==> src/rtl/scan_session_ctrl.sv <==
// Scan session sequencer: gates the DUT clock, drives one scan-shifter run with
// a completion timeout, and returns a status response to the command source.
module scan_session_ctrl #(
  parameter int unsigned LEN_W        = 16,
  parameter int unsigned DRAIN_CYCLES = 4,
  parameter int unsigned TMO_W        = 24
) (
  input  logic             aclk,
  input  logic             aresetn,
  input  logic             req_valid,
  output logic             req_ready,
  input  logic [1:0]       req_op,
  input  logic [LEN_W-1:0] req_length,
  output logic             resp_valid,
  input  logic             resp_ready,
  output logic [1:0]       resp_status,
  output logic             scan_start,
  output logic [LEN_W-1:0] scan_length,
  input  logic             scan_done,
  output logic             dut_clk_en,
  output logic             busy
);

  localparam int unsigned DW = $clog2(DRAIN_CYCLES + 1);
  localparam logic [1:0] ST_OK      = 2'd0;
  localparam logic [1:0] ST_TIMEOUT = 2'd1;
  localparam logic [1:0] ST_BAD_OP  = 2'd2;

  typedef enum logic [2:0] {
    S_IDLE,
    S_DRAIN,
    S_START,
    S_WAIT,
    S_POST,
    S_RESP
  } state_t;

  state_t           state, state_nxt;
  logic [DW-1:0]    drain_cnt;
  logic [TMO_W-1:0] tmo_cnt;
  logic [TMO_W-1:0] tmo_inc;
  logic [1:0]       op;
  logic             hold;
  logic             hs;
  logic             drain_last;
  logic             tmo_hit;

  assign hs         = req_valid & req_ready;
  assign drain_last = (drain_cnt == DW'(DRAIN_CYCLES - 1));
  assign tmo_inc    = tmo_cnt + TMO_W'(1);
  assign tmo_hit    = (tmo_inc == '1);

  always_ff @(posedge aclk or negedge aresetn) begin
    if (!aresetn) state <= S_IDLE;
    else          state <= state_nxt;
  end

  always_comb begin
    state_nxt = state;
    case (state)
      S_IDLE: begin
        if (hs) begin
          case (req_op)
            2'd2, 2'd3: state_nxt = S_RESP;
            default:    state_nxt = hold ? S_START : S_DRAIN;
          endcase
        end
      end
      S_DRAIN: if (drain_last) state_nxt = S_START;
      S_START: state_nxt = S_WAIT;
      S_WAIT:  if (scan_done || tmo_hit) state_nxt = S_POST;
      S_POST:  state_nxt = S_RESP;
      S_RESP:  if (resp_ready) state_nxt = S_IDLE;
      default: state_nxt = S_IDLE;
    endcase
  end

  // Handshake/strobe outputs are registered from the next state so every
  // output is a flop while still lining up with the state it belongs to.
  always_ff @(posedge aclk or negedge aresetn) begin
    if (!aresetn) begin
      req_ready   <= 1'b1;
      busy        <= 1'b0;
      scan_start  <= 1'b0;
      resp_valid  <= 1'b0;
      resp_status <= ST_OK;
      scan_length <= '0;
      dut_clk_en  <= 1'b1;
      hold        <= 1'b0;
      op          <= '0;
      drain_cnt   <= '0;
      tmo_cnt     <= '0;
    end else begin
      req_ready  <= (state_nxt == S_IDLE);
      busy       <= (state_nxt != S_IDLE);
      scan_start <= (state_nxt == S_START);
      resp_valid <= (state_nxt == S_RESP);
      case (state)
        S_IDLE: begin
          if (hs) begin
            op        <= req_op;
            drain_cnt <= '0;
            case (req_op)
              2'd2: begin
                resp_status <= ST_OK;
                dut_clk_en  <= 1'b1;
                hold        <= 1'b0;
              end
              2'd3: resp_status <= ST_BAD_OP;
              default: begin
                scan_length <= req_length;
                dut_clk_en  <= 1'b0;
              end
            endcase
          end
        end
        S_DRAIN: drain_cnt <= drain_cnt + DW'(1);
        S_START: tmo_cnt <= '0;
        S_WAIT: begin
          // The post-scan clock decision is registered on WAIT exit so the
          // DUT clock is already running during the POST cycle.
          if (scan_done) begin
            resp_status <= ST_OK;
            if (op == 2'd0) begin
              dut_clk_en <= 1'b1;
              hold       <= 1'b0;
            end else begin
              hold <= 1'b1;
            end
          end else begin
            tmo_cnt <= tmo_inc;
            if (tmo_hit) begin
              resp_status <= ST_TIMEOUT;
              hold        <= 1'b1;
            end
          end
        end
        default: ;
      endcase
    end
  end

endmodule
==> config.mk <==
export PLATFORM = sky130hd
export DESIGN_NAME = scan_session_ctrl
export DESIGN_NICKNAME = d
export VERILOG_FILES = /design/src/rtl/scan_session_ctrl.sv
export SDC_FILE = /design/constraint.sdc
export NUM_CORES = 1
export LEC_CHECK = 0
export BUFFER_PORTS_ARGS = -buffer_cell sky130_fd_sc_hd__buf_2
export CORE_MARGIN = 2
export CORE_UTILIZATION = 61
export CTS_CLUSTER_DIAMETER = 120
export DETAILED_ROUTE_END_ITERATION = 10
export PLACE_DENSITY = 0.95
export SLEW_MARGIN = 20
export SYNTH_ARGS = -nofsm -noshare
export SYNTH_HDL_FRONTEND = slang
export SYNTH_SLANG_ARGS = --single-unit
==> constraint.sdc <==
create_clock -name aclk -period 3.5 [get_ports aclk]
set_input_delay 0.7 -clock aclk [delete_from_list [all_inputs] [get_ports aclk]]
set_output_delay 0.7 -clock aclk [all_outputs]
set_load 0.05 [all_outputs]
==> out/qor.yml, run 1 <==
yosysMostFrequentCell: "dfrtp_1"
place_hpwl_um: 4699
p_leak_nw: 1.570
setup_viol: 0
synth.area.top_cells: "dfrtp_1 45%, o21ai_0 6.6%, mux2_2 6.0%, nand2_1 3.6%, nand3_1 3.0%"
clock_sinks: 56
grt_usage_pct: 25.61
power.density_nw_per_um2: 753.3
multi_input_area_um2: 1525
cp_cell_sequence: "nor2_1 > nand4b_1 > nor2_2 > a221o_1 > a21oi_1 > a21oi_1"
cp_num_buf_inv: 0
chipHeight_um: 74.44
cp_slowest_cell: "nor2_2"
fin_hold_ws_ns: 0.4686
h-tree-depth: 2
period_needed_ns: 2.474
die_area_um2: 5541
drc: 0
grt_pass1_vias: 2316
maxSlewHeadroom_pct: 41.18
port_buffers: 45
clock_latency_ns: 0.32
synth_seq_cells: 56
cp_top_family: "simple AND/OR/NAND/NOR gates"
io_pins: 46
fmax_mhz: 404.3
antenna_cells: 0
cts_resized: 0
hold_violations: 0
dr.pass1.iters: 5
layout-drive-gt1-share_pct: 26.67
timing.final.ws_setup_ns: 1.026
totalWireLength_um: 6688
syn-instance-count: 303
cts_tree: "yes"
required_ns: 3.76
via_per_inst: 6.267
cts_made_buffers: 5
antenna_found_initial: 0
drtIter0Drc: 248
start_util_pct: 63.66
slew_violations: 0
root_buffer: "clkbuf_8"
crit_cells: 6
avgRoutedWirePerCell_um: 16.23
vias: 2582
yosys_warnings: 0
seqCellArea_um2: 1404
ctsHoldBuffers: 0
nets: 371
total_power_mw: 2.550
peakVddDrop_v: 0.0008663
synth_ff_type: "dfrtp_1"
crit_fanout: 19
rsz0062_at_grt: "no"
arrival_ns: 2.73
worst_path_most_repeated_cell: "a21oi_1"
synth_common_cells: "54 x dfrtp_1, 40 x o21ai_0, 29 x nand2_1, 20 x nor2_1, 18 x nand3_1"
n_fill_cell: 364
avgSynthCellArea_um2: 9.989
grt_pass1_wl_um: 10960
post_cts_buffers: 0
syn_to_final_growth_pct: 11.82
r2r_cells: 6
gp_congestion: 0.8298
status: "finished, final reports clean"
synth_edf_count: 0
setup_tns_ns: 0
synthesis.area_um2: 3027
syn_nets: 330
antenna_left: 0
clockBufferDepth: 2
worst_pin_slew_ns: 0.8813
worstSetupPathType: "reg2reg"
synth_cell_type_count: 58
maxCapViolations: 0
dp_slack_ns: 1.027
overflow: 0
synth_top_area_share_pct: 44.65
critPathMaxStageDelay_ns: 0.78
start_kind: "flop"
yosysSeqAreaShare_pct: 46.38
core_um2: 4755
endpoint_kind: "flop"
fin_skew_ns: 0.007452
synth.largest_area_cell: "dfrtp_1"
die_w_um: 74.44
placementRows: 25
hp-class: "in2async"
grt_start_max_net_pins: 41
async_flop_share_pct: 100.0
post-route-period-util_pct: 70.67
path_clk_slew_ns: 0.11
[power breakdown]
| group | switching, mW | leakage [nW] | internal, mW |
|---|---|---|---|
| registers | 0.190 | 0.726 | 0.864 |
| clock network | 0.241 | 0.0511 | 0.152 |
| logic | 0.772 | 0.793 | 0.331 |
[worst register-to-register path: cells and delay by family (launching register included)]
family	cells	cell delay (ns)
AO/OA/AOI/OAI	3	0.53
AND/OR/NAND/NOR	3	1.41
flip-flops	1	0.47
[logic make-up (layout without fill, tap and decap cells)]
logic type,after synthesis,count (layout),synth area share [%]
buf+inv,21,63,3.225
mux,16,16,5.953
compound gates,84,84,17.86
fa+ha+maj,4,4,1.654
simple gates,114,114,22.61
flops,56,56,46.38
xor+xnor,8,8,2.315
[area by class of cell]
type	count	share of cell area, %
Multi-Input combinational cell	226	45.06
Sequential cell	56	41.48
Timing Repair Buffer	48	7.320
Tap cell	67	2.477
Clock buffer	5	2.033
Clock inverter	3	0.8503
Inverter	7	0.7763
[path summary, 6_finish.rpt]
| check | from | end | slack (ns) |
|---|---|---|---|
| min reg2reg | dut_clk_en | dut_clk_en | 0.51 |
| max in group asynchronous | aresetn | tmo_cnt[7] | 2.29 |
| max reg2reg | state[1] | state[1] | 1.03 |
| max | state[1] | state[1] | 1.03 |
| min in group aclk | dut_clk_en | dut_clk_en | 0.51 |
| min | aresetn | busy | 0.47 |
[routing by layer]
layer | global-route usage (%) | share of wire, % | vias to the layer above
met1 | 34.71 | 43 | 1259
met2 | 41.69 | 50 | 115
met4 | 9.325 | 1.7 | 0
met3 | 4.336 | 5.5 | 14
li1 | - | - | 1194
met5 | 0 | 0 | -
[sequential cells by signal, indices dropped and copies added, names as in the netlist]
signal       flops
state            3
dut_clk_en       1
busy             1
scan_length     16
drain_cnt        3
tmo_cnt         24
scan_start       1
req_ready        1
op               2
hold             1
resp_valid       1
resp_status      2
[stage by stage]
| step | instances | area, um2 | util (%) |
|---|---|---|---|
| after floorplan | 303 | 3027 | - |
| after global placement | 404 | 3287 | 69.13 |
| after detailed placement | 404 | 3287 | 69.13 |
| after CTS | 412 | 3385 | 71.18 |
| after global routing | 412 | 3385 | 71.18 |
| final | 412 | 3385 | 71.18 |
[cell usage in the layout, fill, tap and decap left out, drive strengths merged, types with 5 or more instances in the layout]
cell | Yosys | final
dfrtp | 54 | 54
nor4 | 6 | 6
nand3 | 20 | 20
o31ai | 6 | 6
mux2 | 16 | 16
inv | 7 | 10
o21ai | 42 | 42
nand4 | 8 | 8
buf | 5 | 48
nor2 | 21 | 21
a21oi | 15 | 15
a31oi | 6 | 6
and3 | 7 | 7
nand2 | 29 | 29
clkbuf | 9 | 5
Note: power is estimated with default switching activity, not from simulation.
==> inputs of run 2 (changes only) <==
- CORE_UTILIZATION: 61 -> 57
- PLACE_DENSITY: 0.95 -> 0.92
- clock period: 3.5 -> 2.4 ns (I/O delays scaled with it)
==> out/qor.yml, run 2 (synthesized netlist as in run 1, its figures left out) <==
place_area_um2: 3311  # was 3287 um2
timing.final.ws_setup_ns: 0.1781  # was 1.026 ns
top_layer_used: "met4"  # unchanged
h-tree-depth: 2  # unchanged
dr_wl_met2_um: 3377  # was 3324 um
maxCapViolations: 0  # unchanged
drc: 0  # unchanged
start_util_pct: 59.26  # was 63.66%
port_buffers: 45  # unchanged
cp_top_family: "simple AND/OR/NAND/NOR gates"  # unchanged
critPathMaxStageDelay_ns: 0.51  # was 0.78 ns
start_kind: "flop"  # unchanged
wl_met3_um: 323  # was 366 um
fmax_mhz: 450.1  # was 404.3 MHz
cts_tree: "yes"  # unchanged
die_w_um: 76.87  # was 74.44 um
setup_tns_ns: 0  # unchanged
via_per_inst: 6.202  # was 6.267
nets: 372  # was 371
clock_sinks: 56  # unchanged
worstSetupPathType: "reg2reg"  # unchanged
final_util_pct: 66.66  # was 71.18%
final_common_cell: "dfrtp_1"  # unchanged
overflow: 0  # unchanged
crit_fanout: 8  # was 19
fin_skew_ns: 0.007534  # was 0.007452 ns
cp_num_buf_inv: 0  # unchanged
maxSlewHeadroom_pct: 53.19  # was 41.18%
design_area_um2: 3405  # was 3385 um2
endpoint_kind: "flop"  # unchanged
cp_cell_sequence: "ha_1 > and3_2 > nand3_4 > or4_4 > a21boi_4 > o211ai_2 > o31ai_1"  # was nor2_1 > nand4b_1 > nor2_2 > a221o_1 > a21oi_1 > a21oi_1
core_um2: 5107  # was 4755 um2
root_buffer: "clkbuf_8"  # unchanged
grt_usage_pct: 24.58  # was 25.61%
grt_pass1_vias: 2540  # was 2316
grt_pass1_wl_um: 11740  # was 10960 um
vias: 2580  # was 2582
cts_made_buffers: 5  # unchanged
syn_to_final_growth_pct: 12.48  # was 11.82%
hold_violations: 0  # unchanged
grt_start_max_net_pins: 35  # was 41
clockBufferDepth: 2  # unchanged
hp-class: "in2async"  # unchanged
totalWireLength_um: 6758  # was 6688 um
antenna_found_initial: 0  # unchanged
slew_violations: 0  # unchanged
total_power_mw: 3.664  # was 2.550 mW
cp_slowest_cell: "or4_4"  # was nor2_2
final_cell_mix: "54 x dfrtp_1, 45 x buf_2, 40 x o21ai_0, 29 x nand2_1, 19 x nor2_1"  # was 54 x dfrtp_1, 45 x buf_2, 40 x o21ai_0, 29 x nand2_1, 20 x nor2_1
drtIter0Drc: 245  # was 248
status: "finished, final reports clean"  # unchanged
power.density_nw_per_um2: 1076  # was 753.3 nW/um2
dp_slack_ns: 0.1200  # was 1.027 ns
die_area_um2: 5909  # was 5541 um2
largest-register: "tmo_cnt"  # unchanged
place_hpwl_um: 4900  # was 4699 um
setup_viol: 0  # unchanged
worst_pin_slew_ns: 0.7014  # was 0.8813 ns
n_fill_cell: 410  # was 364
post-route-period-util_pct: 92.58  # was 70.67%
placementRows: 26  # was 25
path_clk_slew_ns: 0.10  # was 0.11 ns
period_needed_ns: 2.222  # was 2.474 ns
required_ns: 2.62  # was 3.76 ns
largest_register_ffs: 24  # unchanged
top_regs: "tmo_cnt x24, scan_length x16"  # unchanged
wl_met1_um: 2896  # was 2885 um
chipHeight_um: 76.87  # was 74.44 um
gp_congestion: 0.8859  # was 0.8298
avgRoutedWirePerCell_um: 16.25  # was 16.23 um
p_leak_nw: 1.575  # was 1.570 nW
dr.pass1.iters: 5  # unchanged
ctsHoldBuffers: 0  # unchanged
layout-drive-gt1-share_pct: 27.46  # was 26.67%
arrival_ns: 2.45  # was 2.73 ns
peakVddDrop_v: 0.0009826  # was 0.0008663 V
antenna_left: 0  # unchanged
rsz0062_at_grt: "no"  # unchanged
antenna_cells: 0  # unchanged
io_pins: 46  # unchanged
clock_latency_ns: 0.32  # about the same
-- run 2: timing repair --
action                                  in CTS  in global routing
setup buffers                                0                  0
hold endpoints to repair                     0                  0
resized for setup                            0                  1
endpoints found under the setup margin       0                  3
-- run 2: worst register-to-register path, stage by stage, from the launching register on --
cell	delay (ns)
dfrtp_1	0.47
ha_1	0.23
and3_2	0.30
nand3_4	0.12
or4_4	0.51
a21boi_4	0.16
o211ai_2	0.11
o31ai_1	0.24
-- run 2: layout make-up --
class / count / area [um2] / area share [%]
repair buffers: 49 / 267.8 / 7.865
flip-flops and latches: 56 / 1404 / 41.23
clock buffers: 5 / 68.82 / 2.021
inverters: 7 / 26.28 / 0.7718
well taps: 70 / 87.58 / 2.573
multi-input cells: 226 / 1529 / 44.91
clock inverters: 3 / 21.27 / 0.6248
-- run 2: metrics by stage --
| stage | cells | hold slack [ns] |
|---|---|---|
| 6_report | 416 | 0.1593 |
| 4_1_cts | 416 | 0.1810 |
| 3_5_place_dp | 408 | 0.4914 |
| 5_1_grt | 416 | 0.1969 |
| 2_1_floorplan | 303 | 0.1844 |
| 3_3_place_gp | 408 | 0.4684 |
-- run 2: worst paths after layout --
kind / startpoint / endpoint / slack (ns) / depth (start not counted)
min in group aclk: req_length[10] / scan_length[10] / 0.38 / 2
max in group asynchronous: aresetn / dut_clk_en / 1.61 / 2
worst min-delay path: aresetn / busy / 0.16 / 1
worst max register to register: tmo_cnt[0] / resp_status[0] / 0.18 / 7
worst min register to register: scan_length[9] / scan_length[9] / 0.51 / 1
worst max-delay path: tmo_cnt[0] / resp_status[0] / 0.18 / 7
-- run 2: power by group --
part	total (mW)	internal [mW]	switching, mW
clock	0.532	0.208	0.324
sequential	1.53	1.26	0.269
combinational	1.60	0.482	1.12
total	3.66	1.95	1.71
-- run 2: layer usage --
layer / GRT usage (%) / up-vias
met5: 0 / -
li1: - / 1196
met2: 40.53 / 90
met3: 4.353 / 17
met1: 31.86 / 1277
met4: 10.55 / 0
